<file path="config.mk">
export PLATFORM = sky130hd
export DESIGN_NAME = conv_accum
export DESIGN_NICKNAME = d
export VERILOG_FILES = /design/src/rtl/conv_pkg.sv /design/src/rtl/conv_round_sat.sv /design/src/rtl/conv_accum.sv
export SDC_FILE = /design/constraint.sdc
export NUM_CORES = 1
export LEC_CHECK = 0
export CORE_MARGIN = 2
export CORE_UTILIZATION = 30
export CTS_CLUSTER_DIAMETER = 150
export DETAILED_ROUTE_END_ITERATION = 6
export PLACE_DENSITY_LB_ADDON = 0.05
export SYNTH_ARGS = -nofsm -noshare
export SYNTH_HDL_FRONTEND = slang
export SYNTH_SLANG_ARGS = --single-unit
</file>
<file path="constraint.sdc">
create_clock -name clk -period 6.95 [get_ports clk]
set_input_delay 1.0425 -clock clk [delete_from_list [all_inputs] [get_ports clk]]
set_output_delay 1.0425 -clock clk [all_outputs]
set_load 0.01 [all_outputs]
</file>
<file path="src/rtl/conv_pkg.sv">
// Shared definitions for the CONV pixel pipeline: data widths and accumulator FSM encodings.
package conv_pkg;

  localparam int CONV_PIX_W  = 8;
  localparam int CONV_PROD_W = 16;

  typedef enum logic [1:0] {
    ST_ACCUM = 2'b00,
    ST_ROUND = 2'b01,
    ST_OUT   = 2'b10
  } conv_state_e;

endpackage

</file>
<file path="src/rtl/conv_round_sat.sv">
// Combinational round-half-up, arithmetic right shift and signed saturation of an accumulator sum.
module conv_round_sat #(
  parameter int ACC_W = 24,
  parameter int SHIFT = 7,
  parameter int OUT_W = 8
) (
  input  logic [ACC_W-1:0] acc,
  output logic [OUT_W-1:0] data,
  output logic             sat
);

  localparam int RND_POS = (SHIFT > 0) ? SHIFT - 1 : 0;
  localparam logic signed [ACC_W:0] RND =
    (SHIFT > 0) ? ((ACC_W+1)'(1) << RND_POS) : '0;
  localparam logic signed [ACC_W:0] MAX_V = (ACC_W+1)'((1 << (OUT_W-1)) - 1);
  // Bitwise inverse of 2^(n-1)-1 is exactly -2^(n-1).
  localparam logic signed [ACC_W:0] MIN_V = ~MAX_V;

  // One guard bit so adding the rounding constant can never wrap.
  logic signed [ACC_W:0] sum_w;
  logic signed [ACC_W:0] shifted;

  always_comb begin
    sum_w   = $signed({acc[ACC_W-1], acc}) + RND;
    shifted = sum_w >>> SHIFT;
    data    = shifted[OUT_W-1:0];
    sat     = 1'b0;
    if (shifted > MAX_V) begin
      data = MAX_V[OUT_W-1:0];
      sat  = 1'b1;
    end else if (shifted < MIN_V) begin
      data = MIN_V[OUT_W-1:0];
      sat  = 1'b1;
    end
  end

endmodule

</file>
<file path="src/rtl/conv_accum.sv">
// Accumulates TAPS signed products per pixel, then rounds/shifts/saturates to one signed pixel.
//   state    | meaning
//   ST_ACCUM | accepting products, counting taps
//   ST_ROUND | one cycle: register rounded, saturated result
//   ST_OUT   | result held until consumer handshake
module conv_accum
  import conv_pkg::*;
#(
  parameter int TAPS  = 9,
  parameter int ACC_W = 24,
  parameter int SHIFT = 7,
  parameter int OUT_W = CONV_PIX_W
) (
  input  logic                   clk,
  input  logic                   reset,
  input  logic                   flush,
  input  logic                   in_valid,
  input  logic [CONV_PROD_W-1:0] in_data,
  output logic                   in_ready,
  output logic                   out_valid,
  output logic [OUT_W-1:0]       out_data,
  output logic                   out_sat,
  input  logic                   out_ready
);

  localparam int CNT_W = (TAPS > 1) ? $clog2(TAPS) : 1;
  localparam logic [CNT_W-1:0] CNT_LAST = CNT_W'(TAPS - 1);

  generate
    if (TAPS < 1) begin : g_bad_taps
      $error("conv_accum: TAPS must be >= 1");
    end
    if (ACC_W < CONV_PROD_W + $clog2(TAPS)) begin : g_bad_acc_w
      $error("conv_accum: ACC_W too narrow for TAPS products");
    end
    if (SHIFT < 0 || SHIFT > ACC_W - 2) begin : g_bad_shift
      $error("conv_accum: SHIFT out of range");
    end
  endgenerate

  conv_state_e state, state_nxt;

  logic [ACC_W-1:0] acc;
  logic [CNT_W-1:0] cnt;
  logic [ACC_W-1:0] in_ext;
  logic [OUT_W-1:0] rs_data;
  logic             rs_sat;
  logic             accept;
  logic             out_hs;

  assign in_ext = {{(ACC_W-CONV_PROD_W){in_data[CONV_PROD_W-1]}}, in_data};

  // Gated by the reset input so the block never advertises ready while held in reset.
  assign in_ready = reset && (state == ST_ACCUM);
  assign accept   = in_valid && in_ready;
  assign out_hs   = out_valid && out_ready;

  conv_round_sat #(
    .ACC_W (ACC_W),
    .SHIFT (SHIFT),
    .OUT_W (OUT_W)
  ) u_round_sat (
    .acc  (acc),
    .data (rs_data),
    .sat  (rs_sat)
  );

  always_ff @(posedge clk or negedge reset) begin
    if (!reset) begin
      state <= ST_ACCUM;
    end else begin
      state <= state_nxt;
    end
  end

  always_comb begin
    state_nxt = state;
    case (state)
      ST_ACCUM: if (accept && cnt == CNT_LAST) state_nxt = ST_ROUND;
      ST_ROUND: state_nxt = ST_OUT;
      ST_OUT:   if (out_hs) state_nxt = ST_ACCUM;
      default:  state_nxt = ST_ACCUM;
    endcase
    if (flush) state_nxt = ST_ACCUM;
  end

  always_ff @(posedge clk or negedge reset) begin
    if (!reset) begin
      acc       <= '0;
      cnt       <= '0;
      out_valid <= 1'b0;
      out_data  <= '0;
      out_sat   <= 1'b0;
    end else if (flush) begin
      // out_data/out_sat deliberately keep the last result.
      acc       <= '0;
      cnt       <= '0;
      out_valid <= 1'b0;
    end else begin
      case (state)
        ST_ACCUM: begin
          if (accept) begin
            acc <= acc + in_ext;
            cnt <= (cnt == CNT_LAST) ? '0 : cnt + 1'b1;
          end
        end
        ST_ROUND: begin
          out_data  <= rs_data;
          out_sat   <= rs_sat;
          out_valid <= 1'b1;
        end
        ST_OUT: begin
          if (out_hs) begin
            out_valid <= 1'b0;
            acc       <= '0;
          end
        end
        default: begin
          acc <= '0;
          cnt <= '0;
        end
      endcase
    end
  end

endmodule
</file>
==> results of run 1 <==
worst register-to-register path: stages (launching register included):
cell      delay, ps
dfrtp_1         410
inv_1           110
ha_1            210
nor2b_1         620
a22oi_1         230
nand2_1         110
buf_4           370
nor2_1          190
a211oi_1        330
a31o_2          150
o31ai_1          60
o21a_1          190
registers in the layout, summed over array words and instances (netlist names):
| register | flops |
|---|---|
| out_valid | 1 |
| out_data | 8 |
| out_sat | 1 |
| acc | 24 |
| state | 2 |
| cnt | 4 |
worst max path at each step:
stage | from | endpoint | slack [ps] | depth (start not counted)
after global placement | flush | acc[23] | 2990 | 10
after CTS | reset | in_ready | 3240 | 3
after floorplan | in_data[0] | acc[16] | 3970 | 11
after global routing | in_data[15] | acc[23] | 3050 | 10
after detailed placement | in_data[0] | acc[22] | 3010 | 12
final | in_data[15] | acc[23] | 3300 | 10
stage by stage:
stage          cell area (sq um)  total power [mW]  hold WS [ps]  utilization (%)  setup slack (ps)
6_report                    4008             1.468         490.1            35.40              3296
5_1_grt                     4008             1.602         520.4            35.40              3046
4_1_cts                     4008             1.486         490.7            35.40              3238
3_5_place_dp                3836             1.196         472.6            33.89              3011
3_3_place_gp                3836             1.197         469.0            33.89              2990
2_1_floorplan               3445            0.9739         447.3                -              3973
cell families after synthesis:
group | count (synthesis) | share of synthesized area, %
AND/OR/NAND/NOR | 149 | 21.25
buffers and inverters | 31 | 4.540
adder cells (fa/ha/maj) | 31 | 11.48
AO/OA/AOI/OAI | 131 | 25.17
XOR/XNOR | 27 | 6.865
multiplexers | 5 | 1.634
flip-flops | 40 | 29.06
per-layer routing:
layer / wire length (um) / up-vias / GRT usage [%]
met4: 65 / 0 / 3.951
li1: - / 1570 / -
met2: 4022 / 37 / 24.17
met5: 0 / - / 0
met3: 216 / 4 / 2.515
met1: 4952 / 1407 / 22.34
cell usage in the layout, fill, tap and decap left out, drive strengths merged, types with 6 or more instances in the layout:
cell           instances
nand4                  6
clkdlybuf4s50         30
a21o                  14
nor3                  11
inv                   16
a211oi                 6
ha                    30
xor2                  13
o31ai                 13
nor2b                  9
nand2b                 6
a21oi                 32
o21ai                 30
xnor2                 14
nand2                 54
dfrtp                 40
nand3                 15
nor2                  32
power by group:
part	leakage, nW	switching [mW]	internal, mW
Combinational	1.16	0.427	0.335
Sequential	0.523	0.108	0.317
Clock	0.0804	0.111	0.171
Total	1.77	0.646	0.823
final cells by class:
| cell class | instances | area (sq um) | share of cell area [%] |
|---|---|---|---|
| Sequential cell | 40 | 1001 | 24.98 |
| Inverter | 15 | 56.30 | 1.405 |
| Clock buffer | 5 | 125.1 | 3.122 |
| Timing Repair Buffer | 32 | 312.8 | 7.805 |
| Clock inverter | 3 | 46.29 | 1.155 |
| Multi-Input combinational cell | 343 | 2287 | 57.07 |
| Tap cell | 143 | 178.9 | 4.465 |
==> parameters.txt, run 1 <==
Parameter                              Value

Status
  Status ... finished clean

Setup path
  Origin of the critical flop-to-flop path ... state[0]
  Maximum single-stage delay on the critical path ... 810 ps
  Critical-path maximum fanout ... 13
  Setup slack of the worst register-to-register path ... 3870 ps
  Cell type with the highest occurrence count on the critical path ... a21oi_1
  Ordered list of cells on the worst path ... clkdlybuf4s50_1 > ha_1 > a21oi_1 > o21bai_1 > a21oi_1 > o21ai_0 > a211oi_1 > a31o_2 > o31ai_1 > o21a_1
  Worst path bufs/invs ... 1
  Worst reg2reg path depth ... 11
  Critical path startpoint category ... input port
  Slowest cell on the critical path ... clkdlybuf4s50_1
  Worst path required time ... 7130 ps
  Setup CP Type ... input port to flop
  Critical Path Sink Type ... flop
  Worst r2r dst ... acc[23]
  Arrival time of the worst setup path ... 3830 ps
  Cell type group with the largest total delay on the critical path ... compound AO/OA/AOI/OAI gates

Final layout
  Share of post-route cells with drive strength above 1 ... 5.023%
  Nets ... 489
  Growth of design area from synthesis to finish ... 16.35%
  Number of fillers in the final layout ... 1,199
  Antenna diode instance count ... 0
  Non-filler cells, final ... 581

Routing
  Total Wirelength ... 9.256 mm
  Detailed-route DRC error count ... 0
  Length of the first detailed-routing pass in iterations ... 5
  Average wire per standard cell ... 15.93 um
  Post-DRT Antenna Nets ... 0
  First-iteration detailed-routing DRC count ... 159
  Vias post-DR ... 3,018
  Routed vias/inst ... 5.194

Clock network
  Clock-pin slew reported for the worst setup and hold paths after clock tree synthesis ... 60 ps
  Post-CTS resize count ... 0
  Root buf cell ... clkbuf_16
  Number of hold buffers added after cts ... 0
  CTS max path bufs ... 2
  Clock insertion delay at the later pin of the skew report ... 290 ps
  Max H-tree Level ... 2
  Sink count of the clock tree ... 40
  Clock buffer count from CTS ... 5
  CTS tree ... yes
  Post-CTS setup repair buffer count ... 0

Synth
  Yosys reg bits ... 40
  Cell taking the most area after synthesis ... dfrtp_1
  Post-Synthesis Net Count ... 466
  Average cell area after synthesis ... 8.320 sq um
  Gate count of the mapped netlist ... 414
  Netlist cell types ... 57
  Leading cell types by count after synthesis ... nand2_1 (53), dfrtp_1 (40), a21oi_1 (32), nor2_1 (32), ha_1 (30)
  Total of warnings raised by yosys ... 0
  Register area share after synthesis ... 29.06%
  Top FF cell, synth ... dfrtp_1
  Area share of the largest cell type after synthesis ... 29.06%
  Combined area of all synthesized cells ... 3445 sq um
  Most frequent cell after synthesis ... nand2_1
  Share of flip-flops with an asynchronous set or reset ... 100.0%
  Synth area leaders ... dfrtp_1 (29%), ha_1 (11%), nand2_1 (5.8%)
  Number of flops mapped to enable cells by yosys ... 0

STA
  Worst max-slew margin expressed relative to the limit ... 29.39%
  Final critical-path required period ... 3654 ps
  Top achievable clock speed ... 273.7 MHz
  TNS Setup ... 0 ps
  Final Slew Violations ... 0
  Number of setup violations in the final report ... 0
  Clock tree skew after final layout ... 8.703 ps
  Final clock period utilization by the worst path ... 52.58%
  Slew at the pin closest to its max-slew limit ... 1059 ps
  Hold Fails Final Rpt ... 0
  Setup repair after global routing missed its margin ... false

Global routing
  Overall overflow remaining after global route ... 0
  Pin count of the biggest net entering global routing ... 43
  Global-route wire length before repair ... 15.39 mm
  Antenna violations before repair ... 0
  Aggregate global-route resource usage ... 15.48%
  Vias in the first global route ... 2,886

Worst hold path
  Path type of the worst min-delay path ... flop to flop
  Hold Crit Start ... acc[2]
  Cell count of the worst hold path ... 2
  Worst Hold Path EP ... acc[2]

Floorplanning
  Area of the die ... 12,360 sq um
  Num ports ... 32
  Core footprint ... 11,320 sq um
  FP Rows ... 39
  Initial standard-cell utilization of the core ... 30.43%
  Horizontal extent of the die ... 111.2 um
  Die height ... 111.2 um

Job
  Number of max-cap violations ... 0

Placed design
  Port Buffers ... 31
  Dpl hpwl ... 6.790 mm
  Last weighted congestion value of the routability-driven placer ... 0.7871
  Placed Instances ... 573

Power
  Static leakage ... 1.767 nW
  Total power density per cell area ... 366.4 nW/um^2
  Largest vdd supply drop ... 0.1481 mV
No activity file was read; power rests on OpenSTA's default activity.
==> run 2, diff against run 1 <==
clock period = 3.26 ns   (was 6.95 ns; I/O delays follow)
==> parameters.txt, run 2 (same netlist as run 1, synthesis figures left out) <==
Parameter                              Value

Routing
  Detailed-route DRC error count ... 0
  Average wire per standard cell ... 15.70 um
  First-iteration detailed-routing DRC count ... 120
  Vias post-DR ... 3,064
  Routed vias/inst ... 5.115
  Post-DRT Antenna Nets ... 0
  Total Wirelength ... 9.404 mm
  Length of the first detailed-routing pass in iterations ... 4

Final layout
  Largest registers in the final layout ... acc (24), out_data (8), cnt (4)
  Share of post-route cells with drive strength above 1 ... 8.772%
  Area of the multi-input gates ... 2292 sq um
  Area used by sequential logic in the layout ... 1001 sq um
  Commonest non-fill, non-tap cell in the layout ... nand2_1
  Register bank with the most flops ... acc
  Growth of design area from synthesis to finish ... 19.54%
  Nets ... 508
  Antenna diode instance count ... 0
  Max reg flops ... 24
  Commonest non-fill, non-tap cells in the layout ... nand2_1 (53), dfrtp_1 (40), a21oi_1 (32), nor2_1 (32)
  Number of fillers in the final layout ... 1,205

Floorplanning
  Num ports ... 32
  Horizontal extent of the die ... 111.2 um
  FP Rows ... 39
  Area of the die ... 12,360 sq um
  Initial standard-cell utilization of the core ... 30.43%
  Core footprint ... 11,320 sq um
  Die height ... 111.2 um

Worst hold path
  Path type of the worst min-delay path ... input port to async pin

Placed design
  Last weighted congestion value of the routability-driven placer ... 0.8309
  Dpl hpwl ... 7.119 mm
  Port Buffers ... 31

STA
  Number of setup violations in the final report ... 0
  Worst max-slew margin expressed relative to the limit ... 50.86%
  TNS Setup ... 0 ps
  Setup repair after global routing missed its margin ... false
  Final clock period utilization by the worst path ... 87.81%
  Slew at the pin closest to its max-slew limit ... 730.8 ps
  Hold Fails Final Rpt ... 0
  Clock tree skew after final layout ... 5.316 ps
  Final critical-path required period ... 2863 ps
  Final Slew Violations ... 0
  Top achievable clock speed ... 349.3 MHz

Job
  Number of max-cap violations ... 0

Status
  Status ... finished clean

Power
  Power, Total ... 3.127 mW
  Total power density per cell area ... 759.4 nW/um^2
  Static leakage ... 1.840 nW
  Largest vdd supply drop ... 0.2844 mV

Setup path
  Worst path required time ... 3490 ps
  Critical-path maximum fanout ... 5
  Critical path startpoint category ... input port
  Critical Path Sink Type ... flop
  Maximum single-stage delay on the critical path ... 650 ps
  Ordered list of cells on the worst path ... clkdlybuf4s50_1 > ha_1 > a21o_1 > a21oi_1 > o21ai_0 > a31oi_1 > o31ai_1 > a31oi_1 > buf_4 > o31ai_1 > o21a_1
  Cell type group with the largest total delay on the critical path ... compound AO/OA/AOI/OAI gates
  Slowest cell on the critical path ... o31ai_1
  Worst path bufs/invs ... 2
  Arrival time of the worst setup path ... 3090 ps
  Setup CP Type ... input port to flop

Global routing
  Antenna violations before repair ... 0
  Pin count of the biggest net entering global routing ... 42
  Vias in the first global route ... 3,121
  Aggregate global-route resource usage ... 15.91%
  Global-route wire length before repair ... 16.02 mm
  Overall overflow remaining after global route ... 0

Clock network
  CTS tree ... yes
  Post-CTS setup repair buffer count ... 0
  Max H-tree Level ... 2
  CTS max path bufs ... 2
  Root buf cell ... clkbuf_16
  Sink count of the clock tree ... 40
  Clock buffer count from CTS ... 5
  Clock-pin slew reported for the worst setup and hold paths after clock tree synthesis ... 60 ps
  Clock insertion delay at the later pin of the skew report ... 290 ps
[run 2: cell count changes in the layout (fill, tap and decap cells not counted)]
cell        previous run  this run
bufinv_16              1         0
inv_6                  1         0
o31ai_2                0         1
buf_4                  1        20
clkbuf_1               0         1
clkinv_2               0         1
o31ai_1               13        12
clkinvlp_4             1         0
[run 2: path summary, 6_finish.rpt]
kind | cells past startpoint | to | slack [ps] | startpoint
max | 11 | acc[23] | 400 | in_data[1]
min | 2 | cnt[0] | 320 | reset
max reg2reg | 8 | out_sat | 590 | acc[12]
min reg2reg | 2 | acc[2] | 480 | acc[2]
max in group asynchronous | 2 | acc[15] | 2560 | reset
min in group clk | 2 | acc[2] | 480 | acc[2]
[run 2: repair_timing]
action	CTS	global route
hold buffers	0	0
gates resized for setup	0	1
setup endpoints to repair	0	1
[run 2: area by class of cell]
cell class	count	area share (%)
multi-input cells	343	55.67
flip-flops and latches	40	24.31
repair buffers	51	11.06
well taps	143	4.345
clock buffers	6	3.130
inverters	15	1.367
clock inverters	1	0.1215
[run 2: metal layers]
metal | up-vias | global-route usage, % | part of all wire [%]
met4 | 0 | 3.292 | 0.97
met5 | - | 0 | 0
li1 | 1596 | - | -
met3 | 8 | 2.570 | 2.9
met1 | 1408 | 22.95 | 52
met2 | 52 | 25.24 | 44
[run 2: power by group]
part / total [mW] / leakage (nW) / internal [mW] / switching, mW
registers: 0.894 / 0.523 / 0.676 / 0.218
clock network: 0.489 / 0.0667 / 0.279 / 0.210
logic: 1.74 / 1.25 / 0.790 / 0.954
total: 3.13 / 1.84 / 1.75 / 1.38
[run 2: per-stage QoR]
step                std cells  utilization, %  hold WS (ps)  setup WS (ps)  cell area, sq um
finish                    599           36.37         316.6          397.3              4118
global route              599           36.37         387.0          98.30              4118
CTS                       599           36.33         347.6          276.1              4113
detailed placement        592           35.15         473.6         -13.76              3979
global placement          592           35.15         475.0         -45.94              3979
floorplan                 414               -         193.4          836.8              3445
==> run 3, diff against run 2 <==
CORE_UTILIZATION = 45   (was 30)
==> parameters.txt, run 3 (same netlist as run 1, synthesis figures left out) <==
Parameter                              Value

Setup path
  Setup CP Type ... input port to flop
  Worst path required time ... 3440 ps
  Cell type with the highest occurrence count on the critical path ... o31ai_1
  Worst path bufs/invs ... 3
  Ordered list of cells on the worst path ... clkdlybuf4s50_1 > ha_1 > inv_1 > fa_1 > nor2b_1 > o31ai_1 > a211oi_1 > buf_4 > o2111a_1 > o31ai_1 > a21oi_1 > xnor2_1 > o21ai_0
  Maximum single-stage delay on the critical path ... 460 ps
  Slowest cell on the critical path ... clkdlybuf4s50_1
  Arrival time of the worst setup path ... 3020 ps
  Cell type group with the largest total delay on the critical path ... compound AO/OA/AOI/OAI gates
  Critical Path Sink Type ... flop
  Critical-path maximum fanout ... 3
  Critical path startpoint category ... input port

Clock network
  Clock buffer count from CTS ... 5
  Clock insertion delay at the later pin of the skew report ... 300 ps
  Clock-pin slew reported for the worst setup and hold paths after clock tree synthesis ... 90 ps
  Post-CTS resize count ... 0
  CTS max path bufs ... 2
  Number of hold buffers added after cts ... 0
  CTS tree ... yes
  Max H-tree Level ... 2
  Post-CTS setup repair buffer count ... 0
  Root buf cell ... clkbuf_8
  Sink count of the clock tree ... 40

Routing
  Average wire per standard cell ... 15.58 um
  Detailed-route DRC error count ... 0
  Wire length on met3 ... 485 um
  First-iteration detailed-routing DRC count ... 121
  Post-DRT Antenna Nets ... 0
  Wire length on met2 ... 3.867 mm
  Length of the first detailed-routing pass in iterations ... 4
  Routed vias/inst ... 5.648
  Total Wirelength ... 8.587 mm
  Vias post-DR ... 3,112
  Post-Route M1 WL ... 4.113 mm
  Uppermost signal routing layer after detailed routing ... met4

STA
  Hold Fails Final Rpt ... 0
  Final clock period utilization by the worst path ... 87.11%
  Number of setup violations in the final report ... 0
  Setup repair after global routing missed its margin ... false
  Worst hold slack after final layout ... 276.8 ps
  Final critical-path required period ... 2840 ps
  Clock tree skew after final layout ... 2.234 ps
  Slew at the pin closest to its max-slew limit ... 553.4 ps
  Top achievable clock speed ... 352.1 MHz
  Final Slew Violations ... 0
  Worst max-slew margin expressed relative to the limit ... 62.79%
  TNS Setup ... 0 ps

Final layout
  Nets ... 503
  Non-filler cells, final ... 551
  Area of the multi-input gates ... 2287 sq um
  Antenna diode instance count ... 0
  Max reg flops ... 24
  Growth of design area from synthesis to finish ... 16.06%
  Register bank with the most flops ... acc
  Area used by sequential logic in the layout ... 1001 sq um
  Commonest non-fill, non-tap cells in the layout ... nand2_1 (53), dfrtp_1 (40), a21oi_1 (32), nor2_1 (32)
  Number of fillers in the final layout ... 674
  Largest registers in the final layout ... acc (24), out_data (8), cnt (4)
  Commonest non-fill, non-tap cell in the layout ... nand2_1
  Share of post-route cells with drive strength above 1 ... 7.965%

Placed design
  Port Buffers ... 31
  Placed Instances ... 543
  Dpl hpwl ... 6.502 mm
  Last weighted congestion value of the routability-driven placer ... 0.8859

Floorplanning
  Die height ... 91.49 um
  Initial standard-cell utilization of the core ... 46.99%
  Area of the die ... 8370 sq um
  Num ports ... 32
  Core footprint ... 7331 sq um
  Horizontal extent of the die ... 91.49 um
  FP Rows ... 31

Power
  Static leakage ... 1.807 nW
  Total power density per cell area ... 756.7 nW/um^2
  Power, Total ... 3.025 mW
  Largest vdd supply drop ... 0.3622 mV

Global routing
  Vias in the first global route ... 2,936
  Overall overflow remaining after global route ... 0
  Aggregate global-route resource usage ... 20.99%
  Global-route wire length before repair ... 14.31 mm
  Pin count of the biggest net entering global routing ... 41
  Antenna violations before repair ... 0

Worst hold path
  Path type of the worst min-delay path ... input port to async pin

Job
  Number of max-cap violations ... 0

Status
  Status ... finished clean
-- run 3: cell types whose count changed in the layout (fill, tap and decap cells not counted), sizes merged --
| cell | before | now |
|---|---|---|
| buf | 21 | 16 |
| bufinv | 0 | 1 |
| clkbuf | 6 | 5 |
| clkinvlp | 0 | 1 |
-- run 3: final cells by class --
type | instances | area share [%]
multi-input combinational | 343 | 57.21
sequential | 40 | 25.04
timing repair buffer | 46 | 10.45
tap | 99 | 3.099
clock buffer | 5 | 1.721
inverter | 15 | 1.408
clock inverter | 3 | 1.064
-- run 3: worst paths after layout --
path                                  start           to  slack (ps)  cells after the start
worst max register to register       acc[0]      acc[20]         650                     12
min in group clk                out_data[7]  out_data[7]         490                      1
worst min register to register  out_data[7]  out_data[7]         490                      1
max in group asynchronous             reset      acc[11]        2620                      2
worst min-delay path                  reset    out_valid         280                      2
worst max-delay path             in_data[0]      acc[22]         420                     13
-- run 3: worst reg2reg max path, cell delays in order, from the launching register on --
cell	delay, ps
dfrtp_1	390
ha_1	200
inv_1	70
fa_1	170
nor2b_1	70
o31ai_1	340
a211oi_1	130
buf_4	160
o31ai_1	220
nand2b_1	130
a311oi_1	320
xor2_1	100
o31ai_1	210
-- run 3: where the power goes --
group | internal [mW] | leakage [nW] | switching, mW
Sequential | 0.675 | 0.523 | 0.215
Clock | 0.227 | 0.0541 | 0.199
Combinational | 0.772 | 1.23 | 0.937
Total | 1.67 | 1.81 | 1.35
-- run 3: through the flow --
| stage | util, % | worst slack, ps | instance area [sq um] |
|---|---|---|---|
| finish | 54.53 | 420.2 | 3998 |
| CTS | 54.53 | 412.9 | 3998 |
| floorplan | - | 836.8 | 3445 |
| global route | 54.53 | 147.0 | 3998 |
| global placement | 53.01 | 126.9 | 3886 |
| detailed placement | 53.01 | 118.7 | 3886 |
-- run 3: metal layers --
metal  vias up  global-route usage [%]
met2        81                   34.50
met1      1444                   28.81
met5         -                       0
li1       1579                       -
met3         8                   3.485
met4         0                   4.798
